==> config.mk <==
export PLATFORM = sky130hd
export DESIGN_NAME = serial_alu_flat
export DESIGN_NICKNAME = d
export VERILOG_FILES = /design/src/rtl/serial_alu_if.sv /design/src/rtl/serial_alu.sv /design/src/flat_wrapper.sv
export SDC_FILE = /design/constraint.sdc
export NUM_CORES = 1
export LEC_CHECK = 0
export CAP_MARGIN = 5
export CORE_MARGIN = 1
export CORE_UTILIZATION = 59
export CTS_BUF_LIST = sky130_fd_sc_hd__clkbuf_4 sky130_fd_sc_hd__clkbuf_8
export CTS_CLUSTER_DIAMETER = 50
export DETAILED_ROUTE_END_ITERATION = 16
export GPL_ROUTABILITY_DRIVEN = 0
export HOLD_SLACK_MARGIN = 0.15
export PLACE_DENSITY = 0.88
export SYNTH_ARGS = -nofsm -noshare
export SYNTH_HDL_FRONTEND = slang
export SYNTH_SLANG_ARGS = --single-unit
==> constraint.sdc <==
create_clock -name clk -period 3.8 [get_ports clk]
set_clock_uncertainty 0.05 [all_clocks]
set_input_delay 0.76 -clock clk [delete_from_list [all_inputs] [get_ports clk]]
set_output_delay 0.76 -clock clk [all_outputs]
set_load 0.05 [all_outputs]
==> src/rtl/serial_alu_if.sv <==
// Operand/result bundle between a requester and the bit-serial ALU.
// state mirrors the ALU's FSM encoding (0 idle, 1 shift, 2 done) for observation.
interface serial_alu_if #(
    parameter int WIDTH = 32
);
    logic             start;
    logic [WIDTH-1:0] a;
    logic [WIDTH-1:0] b;
    logic [1:0]       ALUControl;
    logic             busy;
    logic             done;
    logic [WIDTH-1:0] Result;
    logic [3:0]       ALUFlags;
    logic [1:0]       state;

    // start is a request, honored only while busy=0 and the ALU is idle; done is a
    // one-cycle pulse marking Result/ALUFlags valid, and both hold until the next accepted start.
    modport master (
        output start, a, b, ALUControl,
        input  busy, done, Result, ALUFlags, state
    );

    modport slave (
        input  start, a, b, ALUControl,
        output busy, done, Result, ALUFlags, state
    );
endinterface

==> src/rtl/serial_alu.sv <==
// Bit-serial ALU: steps two WIDTH-bit operands LSB first through a one-bit add/sub/and/or slice.
// Define SERIAL_ALU_FLAGS_EN to compute NZCV flags; otherwise ALUFlags reads 4'b0000.
module serial_alu #(
    parameter int WIDTH = 32
) (
    input logic        clk,
    input logic        reset,
    serial_alu_if.slave bus
);
    localparam int CW = (WIDTH > 2) ? $clog2(WIDTH) : 1;
    localparam logic [CW-1:0] LAST = CW'(WIDTH - 1);

    typedef enum logic [1:0] {
        IDLE  = 2'd0,
        SHIFT = 2'd1,
        DONE  = 2'd2
    } state_t;

    state_t           state;
    logic [WIDTH-1:0] a_sh;
    logic [WIDTH-1:0] b_sh;
    logic [WIDTH-1:0] res_sh;
    logic [WIDTH-1:0] result_q;
    logic [1:0]       op;
    logic [CW-1:0]    cnt;
    logic             carry;
    logic             busy_q;
    logic             done_q;
    logic             bsel;
    logic             slice_bit;
    logic             slice_cout;

`ifdef SERIAL_ALU_FLAGS_EN
    logic       a_msb;
    logic       bs_msb;
    logic [3:0] flags_q;
    logic       arith;
    assign arith = ~op[1];
`endif

    // Logic ops use raw B; only arithmetic sees the inverted operand.
    always_comb begin
        bsel       = b_sh[0] ^ op[0];
        slice_bit  = 1'b0;
        slice_cout = carry;
        case (op)
            2'b00, 2'b01: begin
                slice_bit  = a_sh[0] ^ bsel ^ carry;
                slice_cout = (a_sh[0] & bsel) | (carry & (a_sh[0] ^ bsel));
            end
            2'b10:   slice_bit = a_sh[0] & b_sh[0];
            default: slice_bit = a_sh[0] | b_sh[0];
        endcase
    end

    always_ff @(posedge clk) begin
        if (reset) begin
            state    <= IDLE;
            a_sh     <= '0;
            b_sh     <= '0;
            res_sh   <= '0;
            result_q <= '0;
            op       <= 2'b00;
            cnt      <= '0;
            carry    <= 1'b0;
            busy_q   <= 1'b0;
            done_q   <= 1'b0;
`ifdef SERIAL_ALU_FLAGS_EN
            a_msb    <= 1'b0;
            bs_msb   <= 1'b0;
            flags_q  <= 4'b0000;
`endif
        end else begin
            done_q <= 1'b0;
            case (state)
                IDLE: begin
                    if (bus.start) begin
                        a_sh   <= bus.a;
                        b_sh   <= bus.b;
                        op     <= bus.ALUControl;
                        cnt    <= '0;
                        carry  <= bus.ALUControl[0];
                        busy_q <= 1'b1;
                        state  <= SHIFT;
`ifdef SERIAL_ALU_FLAGS_EN
                        a_msb  <= bus.a[WIDTH-1];
                        bs_msb <= bus.b[WIDTH-1] ^ bus.ALUControl[0];
`endif
                    end
                end
                SHIFT: begin
                    a_sh   <= a_sh >> 1;
                    b_sh   <= b_sh >> 1;
                    res_sh <= {slice_bit, res_sh[WIDTH-1:1]};
                    carry  <= slice_cout;
                    cnt    <= cnt + 1'b1;
                    if (cnt == LAST) begin
                        busy_q <= 1'b0;
                        state  <= DONE;
                    end
                end
                DONE: begin
                    done_q   <= 1'b1;
                    result_q <= res_sh;
`ifdef SERIAL_ALU_FLAGS_EN
                    flags_q  <= {res_sh[WIDTH-1],
                                 res_sh == '0,
                                 arith & carry,
                                 arith & (a_msb == bs_msb) & (res_sh[WIDTH-1] != a_msb)};
`endif
                    state    <= IDLE;
                end
                default: state <= IDLE;
            endcase
        end
    end

    assign bus.busy   = busy_q;
    assign bus.done   = done_q;
    assign bus.Result = result_q;
    assign bus.state  = state;
`ifdef SERIAL_ALU_FLAGS_EN
    assign bus.ALUFlags = flags_q;
`else
    assign bus.ALUFlags = 4'b0000;
`endif
endmodule

==> src/flat_wrapper.sv <==
// flat-port wrapper written by rule: the top's interface ports become plain ports
module serial_alu_flat 
#(
    parameter int WIDTH = 32
)
  (clk, reset, bus_start, bus_a, bus_b, bus_ALUControl, bus_busy, bus_done, bus_Result, bus_ALUFlags, bus_state);
  serial_alu_if #(.WIDTH(WIDTH)) bus_i ();
  input logic clk;
  input logic reset;
  input wire logic [$bits(bus_i.start)-1:0] bus_start;
  input wire logic [$bits(bus_i.a)-1:0] bus_a;
  input wire logic [$bits(bus_i.b)-1:0] bus_b;
  input wire logic [$bits(bus_i.ALUControl)-1:0] bus_ALUControl;
  output wire logic [$bits(bus_i.busy)-1:0] bus_busy;
  output wire logic [$bits(bus_i.done)-1:0] bus_done;
  output wire logic [$bits(bus_i.Result)-1:0] bus_Result;
  output wire logic [$bits(bus_i.ALUFlags)-1:0] bus_ALUFlags;
  output wire logic [$bits(bus_i.state)-1:0] bus_state;
  assign bus_i.start = bus_start;
  assign bus_i.a = bus_a;
  assign bus_i.b = bus_b;
  assign bus_i.ALUControl = bus_ALUControl;
  assign bus_busy = bus_i.busy;
  assign bus_done = bus_i.done;
  assign bus_Result = bus_i.Result;
  assign bus_ALUFlags = bus_i.ALUFlags;
  assign bus_state = bus_i.state;
  serial_alu #(.WIDTH(WIDTH)) u_core (.clk(clk), .reset(reset), .bus(bus_i));
endmodule
==> metrics.csv <==
stage,metric,value,unit
logic_synthesis,ys.flop_type,dfxtp_1,
floorplan,dieArea,0.0107,mm^2
logic_synthesis,netlist.top_cell.by_area,dfxtp_1,
setup_path,path_cells,clkdlybuf4s50_1,
final_layout,drive_above_1_share,0.0664,
clocking,post_cts_resized,0,
sta,tns,0,ps
logic_synthesis,synthTopCellsByCount,"140 x dfxtp_1, 128 x a21oi_1, 127 x nand2_1, 71 x nor2_1",
setup_path,worst_setup_path_start_kind,flip-flop,
logic_synthesis,synthCells,765,
logic_synthesis,synth-edff-count,0,
floorplan,core,0.00991,mm^2
global_routing,track_usage,0.244,
final_layout,layoutNonFillerInstCount,977,
global_routing,grt-ovfl-total,0,
setup_path,slowest_stage,clkdlybuf4s50_1,
sta,worstMarginPinSlew,1140,ps
sta,fmax,0.367,GHz
setup_path,max_stage_delay,880,ps
placement,portBuffers,104,
detailed_routing,route.antenna.remaining_nets,0,
logic_synthesis,ys_seq_area_frac,0.460,
setup_path,rr_endpoint,u_core.bus.Result[26]$_SDFFE_PP0P_,
setup_path,crit_buf_inv,1,
floorplan,fp.dieW,104,um
global_routing,grt_first_pass_wirelength,21600,um
clocking,cts_root_buf,clkbuf_8,
placement,placed_area,0.00706,mm^2
setup_path,reg2reg_slack,1320,ps
detailed_routing,drt_iter0_drc,288,
floorplan,die_h,104,um
clocking,hold_buffers,0,
detailed_routing,wl_per_cell,13.2,um
run,cap_violations,0,
final_layout,final_util,0.758,
logic_synthesis,yosysUniqueCellTypes,32,
final_layout,area_growth,23.3,%
sta,post-route-period-util,0.717,
global_routing,grt_max_degree,87,
setup_path,r2r-start,u_core.bus.state[1]$_SDFFE_PP0P_,
final_layout,fillers,719,
power_and_ir_drop,pwr_density_cell,433,mW/mm^2
sta,maxSlewViolCount,0,
logic_synthesis,ys_top_cells_by_area,"dfxtp_1 46%, a21oi_1 11%, or3b_1 8.6%",
logic_synthesis,avgSynthCellArea,7.96,um^2
logic_synthesis,synth_most_common_cell,dfxtp_1,
floorplan,ios,109,
run_status,status,finished clean,
power_and_ir_drop,ir_drop,288,uV
final_layout,antennaDiodeCount,0,
power_and_ir_drop,intPower,2.43,mW
power_and_ir_drop,switchingPower,829,uW
clocking,cts_tree,done,
sta,setup_ws,1080,ps
logic_synthesis,ys_warn_count,0,
power_and_ir_drop,seq_power_share,0.484,
placement,dp.cells,945,
min_path,holdCritStartpoint,u_core.bus.Result[15]$_SDFFE_PP0P_,
power_and_ir_drop,p_clk_frac,0.401,
detailed_routing,via_per_inst,5.44,
min_path,min_path_cells,2,
detailed_routing,wl,12900,um
detailed_routing,vias,5319,
clocking,clock_sinks,140,
setup_path,crit_path_end_kind,output port,
setup_path,setup.worst_path.class,reg2out,
clocking,cts_setup_buffers,0,
setup_path,cp.required,2990,ps
placement,hpwl,8160,um
clocking,htreeDepth,4,
global_routing,grt_antenna_before_repair,0,
power_and_ir_drop,netSwitchingFraction,0.255,
sta,maxSlewHeadroom,0.238,
sta,period_needed,2720,ps
sta,rsz0062_at_grt,false,
logic_synthesis,async_reset_ff_frac,0,
final_layout,layout.nets,903,
power_and_ir_drop,leakagePower,2.74,nW
logic_synthesis,netlist_area,0.00609,mm^2
setup_path,reg2regPathDepth,4,
clocking,clk_path_buf_depth,2,
placement,preCtsSetupSlack,1050,ps
setup_path,cp.arrival,1910,ps
logic_synthesis,ys_ff_latch,140,
min_path,hold_end,u_core.bus.Result[15]$_SDFFE_PP0P_,
detailed_routing,post-route-drc-count,0,
final_layout,fin_area,0.00751,mm^2
floorplan,start_util,0.614,
power_and_ir_drop,power,3.25,mW
power_and_ir_drop,combPwrFrac,0.115,
setup_path,cp_top_family,buffers and inverters,
min_path,hold_path_class,reg2reg,
global_routing,grt_pass1_vias,4843,
sta,fin_hold_ws,405,ps
detailed_routing,dr.pass1.iters,5,
clocking,clock_latency,440,ps
clocking,cts.reportedPaths.clkPinSlew,90,ps
setup_path,crit_fanout,44,
sta,hold_viol_final,0,
floorplan,num_rows,36,
clocking,cts_buffers,17,
logic_synthesis,synth_top_area_frac,0.460,
sta,setup_viol,0,
-- registers in the layout (all words and copies together) (netlist names) --
register	flops
u_core.a_sh	32
u_core.b_sh	32
u_core.bus.Result	32
u_core.res_sh	32
u_core.cnt	5
u_core.bus.state	2
u_core.op	2
u_core.bus.busy	1
u_core.bus.done	1
u_core.carry	1
-- cell type report --
class / instances / area [um^2] / share of cell area
clock buffer: 19 / 262 / 0.0348
sequential: 140 / 2810 / 0.374
multi-input combinational: 552 / 2950 / 0.393
inverter: 4 / 15.0 / 0.00200
timing repair buffer: 116 / 1130 / 0.150
clock inverter: 13 / 181 / 0.0242
tap: 133 / 166 / 0.0222
-- cell families (layout without fill, tap and decap cells) --
| group | after synthesis | after routing | synth area share |
|---|---|---|---|
| xor gates and xnor gates | 1 | 1 | 0.00144 |
| other | 1 | 4 | 0.000616 |
| and+or+nand+nor | 396 | 396 | 0.340 |
| muxes | 2 | 2 | 0.00329 |
| AOI/OAI and AO/OA | 146 | 146 | 0.129 |
| buffers and inverters | 76 | 152 | 0.0584 |
| DFF | 140 | 140 | 0.460 |
| adders and majority gates | 3 | 3 | 0.00740 |
-- power by group through the flow --
stage	sequential, mW	combinational [mW]	clock, mW
after CTS	1.57	0.376	1.32
after global placement	1.60	0.358	0
final	1.58	0.374	1.31
after global routing	1.58	0.413	1.39
after detailed placement	1.61	0.373	0
after floorplan	1.60	0.265	0
-- layer usage --
metal	vias up	wire length (um)	GRT usage
li1	2680	-	-
met1	2484	5560	0.292
met2	138	6610	0.430
met3	17	545	0.0573
met4	0	168	0.0756
met5	-	0	0
-- layout by cell type (no fill, tap or decap) --
cell type          n
a21oi_1          128
or3_1              1
mux2i_1            2
conb_1             4
o21bai_1           1
nand3_1            2
o21ai_0            2
o21bai_2           1
inv_1              4
nor3_1            64
clkdlybuf4s50_1  103
nor3b_4            1
nand2b_1          64
o221a_2            2
and3_1             1
dfxtp_4            1
inv_8              2
nor2_1            71
buf_4             13
nand2_1          127
a211oi_1           3
or3b_2             2
inv_6              2
ha_1               2
dfxtp_1          138
nor2b_2            2
a22oi_1            4
a32oi_1            1
clkinv_4           5
or3b_1            60
xnor2_1            1
dfxtp_2            1
o21ba_2            1
clkinvlp_4         1
nor2b_1            1
clkbuf_8          19
a31oi_1            2
o211a_1            1
fa_1               1
bufinv_16          3
-- how the worst max path moves through the flow --
stage | end | start | cells after the start | slack, ps
3_3_place_gp | u_core.a_sh[0]$_SDFFE_PP0P_ | bus_start | 5 | 1160
3_5_place_dp | u_core.b_sh[14]$_SDFFE_PP0P_ | bus_start | 5 | 1050
4_1_cts | bus_state[0] | u_core.bus.state[0]$_SDFFE_PP0P_ | 1 | 1070
2_1_floorplan | u_core.b_sh[10]$_SDFFE_PP0P_ | bus_start | 5 | 2080
5_1_grt | bus_state[0] | u_core.bus.state[0]$_SDFFE_PP0P_ | 1 | 1010
6_report | bus_state[0] | u_core.bus.state[0]$_SDFFE_PP0P_ | 1 | 1080
Power figures use the tool's default switching activity.
